## config.mk

```make
export PLATFORM = sky130hd
export DESIGN_NAME = vga_display_ctrl
export DESIGN_NICKNAME = d
export VERILOG_FILES = /design/src/rtl/vga_display_ctrl.sv
export SDC_FILE = /design/constraint.sdc
export NUM_CORES = 1
export LEC_CHECK = 0
export CAP_MARGIN = 20
export CORE_MARGIN = 2
export CORE_UTILIZATION = 47
export CTS_BUF_LIST = sky130_fd_sc_hd__clkbuf_8
export DETAILED_ROUTE_END_ITERATION = 7
export PLACE_DENSITY = 0.82
export SLEW_MARGIN = 20
export SYNTH_ARGS = -nofsm -noshare
export SYNTH_HDL_FRONTEND = slang
export SYNTH_SLANG_ARGS = --single-unit
```

## constraint.sdc

```tcl
create_clock -name clk -period 1.6 [get_ports clk]
set_input_delay 0.48 -clock clk [delete_from_list [all_inputs] [get_ports clk]]
set_output_delay 0.48 -clock clk [all_outputs]
set_load 0.01 [all_outputs]
```

## src/rtl/vga_display_ctrl.sv

```systemverilog
// 640x480@60Hz VGA timing generator and pixel output stage, one pixel per 25 MHz clock.
// Counters sweep the full frame; sync, address and read strobe are registered from them.
module vga_display_ctrl #(
    parameter int H_SYNC   = 96,
    parameter int H_BP     = 48,
    parameter int H_ACTIVE = 640,
    parameter int H_FP     = 16,
    parameter int V_SYNC   = 2,
    parameter int V_BP     = 33,
    parameter int V_ACTIVE = 480,
    parameter int V_FP     = 10
) (
    input  logic        clk,
    input  logic        rst,
    input  logic [11:0] Din,
    output logic [8:0]  row,
    output logic [9:0]  col,
    output logic        rdn,
    output logic [3:0]  R,
    output logic [3:0]  G,
    output logic [3:0]  B,
    output logic        HS,
    output logic        VS
);

    localparam int H_TOTAL = H_SYNC + H_BP + H_ACTIVE + H_FP;
    localparam int V_TOTAL = V_SYNC + V_BP + V_ACTIVE + V_FP;

    localparam logic [9:0] H_LAST      = 10'(H_TOTAL - 1);
    localparam logic [9:0] V_LAST      = 10'(V_TOTAL - 1);
    localparam logic [9:0] H_SYNC_END  = 10'(H_SYNC);
    localparam logic [9:0] V_SYNC_END  = 10'(V_SYNC);
    localparam logic [9:0] H_START     = 10'(H_SYNC + H_BP);
    localparam logic [9:0] H_STOP      = 10'(H_SYNC + H_BP + H_ACTIVE - 1);
    localparam logic [9:0] V_START     = 10'(V_SYNC + V_BP);
    localparam logic [9:0] V_STOP      = 10'(V_SYNC + V_BP + V_ACTIVE - 1);
    localparam logic [8:0] V_START_ROW = 9'(V_SYNC + V_BP);

    logic [9:0] h_cnt;
    logic [9:0] v_cnt;
    logic       h_wrap;
    logic       visible;

    assign h_wrap  = (h_cnt == H_LAST);
    assign visible = (h_cnt >= H_START) && (h_cnt <= H_STOP) &&
                     (v_cnt >= V_START) && (v_cnt <= V_STOP);

    // Line counter advances only on the last pixel of a line, so both wrap together at frame end.
    always_ff @(posedge clk or negedge rst) begin
        if (!rst) begin
            h_cnt <= '0;
            v_cnt <= '0;
        end else begin
            if (h_wrap) begin
                h_cnt <= '0;
                if (v_cnt == V_LAST) begin
                    v_cnt <= '0;
                end else begin
                    v_cnt <= v_cnt + 10'd1;
                end
            end else begin
                h_cnt <= h_cnt + 10'd1;
            end
        end
    end

    // Outputs lag the counters by one cycle; row/col are plain differences and only meaningful while rdn=0.
    always_ff @(posedge clk or negedge rst) begin
        if (!rst) begin
            HS  <= 1'b0;
            VS  <= 1'b0;
            rdn <= 1'b1;
            row <= '0;
            col <= '0;
        end else begin
            HS  <= (h_cnt >= H_SYNC_END);
            VS  <= (v_cnt >= V_SYNC_END);
            rdn <= ~visible;
            col <= h_cnt - H_START;
            row <= v_cnt[8:0] - V_START_ROW;
        end
    end

    assign R = rdn ? 4'h0 : Din[11:8];
    assign G = rdn ? 4'h0 : Din[7:4];
    assign B = rdn ? 4'h0 : Din[3:0];

endmodule

```

==> impl_metrics.json, run 1 <==
{
  "outcome": "finished, violations left",
  "violations": "setup timing",
  "antenna_left": 0,
  "arrival_ns": 1.26,
  "numCtsBuffers": 5,
  "ys_top_cells_by_area": "dfrtp_1 (49%), xor2_1 (5.5%), ha_1 (5.4%)",
  "placed_cells": 295,
  "ys_warn_count": 0,
  "final_common_cell": "dfrtp_1",
  "crit_type": "reg -> out",
  "routed_wl_um": 4650,
  "clk_latency_ns": 0.30,
  "finalNetCount": 285,
  "syn_nets": 204,
  "crit_path_start_kind": "flip-flop",
  "place_ws_ns": -0.506,
  "finClkSkew_ns": 0.0108,
  "utilization": 0.674,
  "place_congestion": 0.836,
  "place_area_um2": 2740,
  "finalHoldViolations": 0,
  "core-area_um2": 4290,
  "fin_crit_sh": 1.08,
  "synth-edff-count": 0,
  "tns_ns": -1.11,
  "tightest_slew_ns": 0.408,
  "p_comb_frac": 0.025,
  "p_int_mw": 1.54,
  "share_seq_of_total_power": 0.553,
  "synthesis.area_um2": 2080,
  "vias": 1659,
  "finalSetupViolCount": 12,
  "ys.flop_type": "dfrtp_1",
  "setup_ws_ns": -0.135,
  "dieHeight_um": 70.5,
  "fp.dieArea_um2": 4980,
  "synth_top_area_cell": "dfrtp_1",
  "max_freq_mhz": 576,
  "wl_per_cell_um": 14.7,
  "cts-htree-levels": 2,
  "place_hpwl_um": 3280,
  "grt_antenna_before_repair": 0,
  "start_util": 0.485,
  "drive_gt1_frac": 0.308,
  "p_clk_frac": 0.422,
  "dr.first_iter.drc_count": 96,
  "min_path_type": "in -> async",
  "vias_per_cell": 5.27,
  "row_count": 24,
  "p_sw_mw": 0.379,
  "async_reset_ff_frac": 1.00,
  "p_per_area_nw_per_um2": 663,
  "dr.pass1.iters": 4,
  "tritoncts": "yes",
  "max_cap_viol_count": 0,
  "yosys_register_bits": 42,
  "die_w_um": 70.5,
  "overflow": 0,
  "io_pins": 48,
  "slew-limit-headroom": 0.728,
  "endpoint_kind": "output port",
  "period_minus_slack_ns": 1.74,
  "synth_top_area_share": 0.493,
  "crit_fanout": 5,
  "netSwitchingFraction": 0.198,
  "postSynthCellCount": 181,
  "cts_hold_buf": 0,
  "slew_viol_final": 0,
  "grt_pass1_vias": 1634,
  "grt_max_degree": 27,
  "portBuffers": 47,
  "cts_max_path_buffers": 2,
  "clkSinkCount": 42,
  "syn_avg_cell_area_um2": 11.5,
  "drc": 0,
  "grt_use_total": 0.193,
  "grt_setup_unrepaired": "yes",
  "diodes": 0,
  "path_clk_slew_ns": 0.08,
  "required_ns": 1.12,
  "grt_pass1_wl_um": 7500,
  "cts_root_buf": "clkbuf_8",
  "instances_no_fill": 315,
  "synth_seq_area_share": 0.506,
  "vdd_drop_max_mv": 0.539,
  "design_area_um2": 2890,
  "syn2layout_area_growth_pct": 39.1,
  "mostFrequentLayoutCells": "dfrtp_1 (41), dlygate4sd2_1 (32), buf_4 (29), xor2_1 (13), buf_2 (13)",
  "p_leak_nw": 1.43,
  "yosys.cell_types.count": 47
}
## flip-flops by register name, indices dropped and copies added, names as in the netlist
name,count
row,9
HS,1
VS,1
v_cnt,10
h_cnt,10
rdn,1
col,10
## timing repair
item,CTS,global route
hold endpoints to repair,0,0
pin swaps,3,7
gates cloned,1,0
buffers inserted,6,5
setup endpoints to repair,40,22
resized for setup,93,8
## logic make-up after synthesis
| family | share of synthesized area |
|---|---|
| muxes | 0.00721 |
| xor gates and xnor gates | 0.0842 |
| DFF | 0.506 |
| adders and majority gates | 0.0541 |
| buffers and inverters | 0.0451 |
| AOI/OAI and AO/OA | 0.0764 |
| and+or+nand+nor | 0.227 |
## metrics by stage
step | total power [mW] | hold slack, ns
after floorplan | 1.09 | 0.184
after global placement | 1.14 | 0.430
final | 1.92 | 0.100
after detailed placement | 1.14 | 0.435
after CTS | 1.93 | 0.115
after global routing | 1.98 | 0.131
## final timing paths
path,startpoint,end,slack [ns],cells after the start
min reg2reg,h_cnt[1],col[1],0.47,0
max in group asynchronous,rst,rdn,0.96,2
min in group clk,h_cnt[1],col[1],0.47,0
max,rdn,G[1],-0.14,4
min,rst,row[2],0.1,1
max reg2reg,h_cnt[5],v_cnt[7],0.04,6
## synth_stat cells (all sizes together) (2+ instances only)
master and number:
buf 7, xor2 13, a21oi 5, nand4 9, nor4 3, nor2 10, and2 4, nand3 6
nor2b 12, and4b 2, nor3 8, xnor2 7, ha 9, nor3b 2, dfrtp 41, o21ai 7
nand2 8, inv 10
## layout make-up
type | instances | area (um^2)
fillers | 330 | 1400
flip-flops and latches | 42 | 1050
multi-input cells | 120 | 972
repair buffers | 82 | 657
clock buffers | 5 | 68.8
well taps | 52 | 65.1
inverters | 11 | 41.3
clock inverters | 3 | 37.5
## critical path: stages, from the launching register on
cell and delay, ns:
dfstp_2 0.58, buf_6 0.13, buf_4 0.10, nor2b_1 0.03
buf_2 0.13
## power groups by stage
stage	clock [mW]	sequential [mW]	combinational (mW)
3_3_place_gp	0	1.08	0.0587
2_1_floorplan	0	1.08	0.00402
3_5_place_dp	0	1.08	0.0605
4_1_cts	0.816	1.06	0.0508
6_report	0.810	1.06	0.0479
5_1_grt	0.863	1.06	0.0554
## per-layer routing
layer  wire length [um]  share of wire  GRT usage
met5                  0              0          0
met4                 67          0.014     0.0629
met3                312          0.067     0.0556
met2               2330           0.50      0.342
met1               1940           0.42      0.228
(Power assumes the default switching activity.)
==> run 2: changes to the inputs <==
--- a/config.mk
+++ b/config.mk
@@ -11,6 +11,7 @@
 export CTS_BUF_LIST = sky130_fd_sc_hd__clkbuf_8
 export DETAILED_ROUTE_END_ITERATION = 7
 export PLACE_DENSITY = 0.82
+export SKIP_LAST_GASP = 1
 export SLEW_MARGIN = 20
 export SYNTH_ARGS = -nofsm -noshare
 export SYNTH_HDL_FRONTEND = slang
==> run 2 against run 1 <==
Effect of this change:
- the flow still finishes with violations (setup timing)
- register-to-register slack hardly changed
- utilization down 0.058 points
- setup slack lost 0.00060 ns
- sequential cell count stayed put
- global-route usage down 0.061 points
- highest routed layer unchanged
- final area is essentially flat
- die area did not move
- largest cell class unchanged
- maximum frequency hardly changed
- wire length barely moved
- first-iteration DRC count increased by 2.1%
==> impl_metrics.json, run 2 (same netlist as run 1, synthesis figures left out) <==
{
  "placed_cells": 295,
  "slew_viol_final": 0,
  "tritoncts": "yes",
  "syn2layout_area_growth_pct": 39.0,
  "io_pins": 48,
  "wl_per_cell_um": 14.8,
  "place_area_um2": 2740,
  "grt_max_degree": 27,
  "finalNetCount": 285,
  "grt_setup_unrepaired": "yes",
  "row_count": 24,
  "arrival_ns": 1.26,
  "dieHeight_um": 70.5,
  "core-area_um2": 4290,
  "vdd_drop_max_mv": 0.541,
  "fp.dieArea_um2": 4980,
  "routed_wl_um": 4650,
  "max_cap_viol_count": 0,
  "reg_top3": "col x10, h_cnt x10, v_cnt x10",
  "p_leak_nw": 1.42,
  "drc": 0,
  "endpoint_kind": "output port",
  "crit_path_end": "G[1]",
  "grt_antenna_before_repair": 0,
  "final_common_cell": "dfrtp_1",
  "grt_pass1_wl_um": 7480,
  "finalHoldViolations": 0,
  "dr.pass1.iters": 4,
  "tightest_slew_ns": 0.408,
  "globalRoute.busiestLayer": "met2",
  "vias": 1673,
  "fin_crit_sh": 1.09,
  "clk_latency_ns": 0.30,
  "instances_no_fill": 315,
  "overflow": 0,
  "portBuffers": 47,
  "die_w_um": 70.5,
  "outcome": "finished, violations left",
  "dr.first_iter.drc_count": 98,
  "place_hpwl_um": 3280,
  "min_path_type": "in -> async",
  "grt_use_met3": 0.0556,
  "violations": "setup timing",
  "clkSinkCount": 42,
  "p_per_area_nw_per_um2": 664,
  "required_ns": 1.12,
  "antenna_left": 0,
  "period_minus_slack_ns": 1.74,
  "drive_gt1_frac": 0.308,
  "cts_root_buf": "clkbuf_8",
  "grt_pass1_vias": 1624,
  "gr-usage-met1": 0.228,
  "start_util": 0.485,
  "numCtsBuffers": 5,
  "multi_input_area_um2": 972,
  "mostFrequentLayoutCells": "dfrtp_1 (41), dlygate4sd2_1 (32), buf_4 (29), xor2_1 (13)",
  "regToRegStartpoint": "h_cnt[5]",
  "crit_fanout": 5,
  "cts_max_path_buffers": 2,
  "crit_path_start_kind": "flip-flop",
  "crit_type": "reg -> out",
  "finalSetupViolCount": 12,
  "path_clk_slew_ns": 0.08,
  "finClkSkew_ns": 0.0110,
  "slew-limit-headroom": 0.728,
  "place_congestion": 0.836,
  "cts-htree-levels": 2,
  "crit_start": "rdn",
  "max_freq_mhz": 576,
  "rrSetupSlack_ns": 0.03,
  "grt_use_met2": 0.340,
  "seq_area_um2": 1050,
  "design_area_um2": 2890,
  "setup_ws_ns": -0.136,
  "vias_per_cell": 5.31,
  "grt_use_total": 0.193,
  "r2r_cells": 6,
  "reg2reg_to": "v_cnt[7]",
  "diodes": 0,
  "place_ws_ns": -0.506,
  "fillers": 331
}
## run 2: changes by cell type in the layout (fill, tap and decap cells not counted), sizes merged
cell | before | now
buf | 48 | 47
clkbuf | 6 | 7
clkdlybuf4s50 | 0 | 1
dlymetal6s2s | 1 | 0
## run 2: through the flow
step / hold WS [ns] / util / power (mW) / setup TNS [ns]
final: 0.0993 / 0.673 / 1.92 / -1.18
after global routing: 0.131 / 0.673 / 1.98 / -1.88
after CTS: 0.115 / 0.660 / 1.93 / -1.26
after detailed placement: 0.435 / 0.639 / 1.14 / -5.82
after global placement: 0.430 / 0.639 / 1.14 / -5.59
after floorplan: 0.184 / - / 1.09 / 0
## run 2: final cells by class
cell class,count,share of cell area
Clock buffer,5,0.0238
Tap cell,52,0.0225
Inverter,11,0.0143
Multi-Input combinational cell,120,0.336
Clock inverter,3,0.0130
Timing Repair Buffer,82,0.226
Sequential cell,42,0.364
## run 2: worst max-delay path, cell delays in order, from the launching register on
cell	delay [ns]
dfstp_2	0.58
buf_6	0.13
buf_4	0.10
nor2b_1	0.03
buf_2	0.13
## run 2: how the worst min path moves through the flow
stage	start	cells past startpoint	slack, ns	to
5_1_grt	rst	1	0.13	row[2]
2_1_floorplan	rst	0	0.18	HS
3_3_place_gp	rst	1	0.43	h_cnt[7]
4_1_cts	rst	1	0.11	row[2]
6_report	rst	1	0.1	row[2]
3_5_place_dp	rst	1	0.44	h_cnt[7]
## run 2: what timing repair did
item / in CTS / in global routing
hold buffers: 0 / 0
cloned: 1 / 0
pin swaps: 3 / 7
gates resized for setup: 87 / 12
setup buffers: 6 / 5
setup endpoints to repair: 40 / 22
## run 2: where the power goes
group | switching (mW) | internal [mW] | total (mW)
Clock | 0.357 | 0.454 | 0.811
Combinational | 0.0230 | 0.0251 | 0.0481
Sequential | 0 | 1.06 | 1.06
Total | 0.380 | 1.54 | 1.92
## run 2: metal layers
| layer | wire [um] | share of wire |
|---|---|---|
| met1 | 1940 | 0.42 |
| met2 | 2340 | 0.50 |
| met3 | 303 | 0.065 |
| met4 | 67 | 0.014 |
| met5 | 0 | 0 |
==> run 3: changes to the inputs <==
--- a/config.mk
+++ b/config.mk
@@ -11,7 +11,6 @@
 export CTS_BUF_LIST = sky130_fd_sc_hd__clkbuf_8
 export DETAILED_ROUTE_END_ITERATION = 7
 export PLACE_DENSITY = 0.82
-export SKIP_LAST_GASP = 1
 export SLEW_MARGIN = 20
 export SYNTH_ARGS = -nofsm -noshare
 export SYNTH_HDL_FRONTEND = slang
==> results of run 3 <==
Final layout, timing and power as in run 1 (identical DEF).
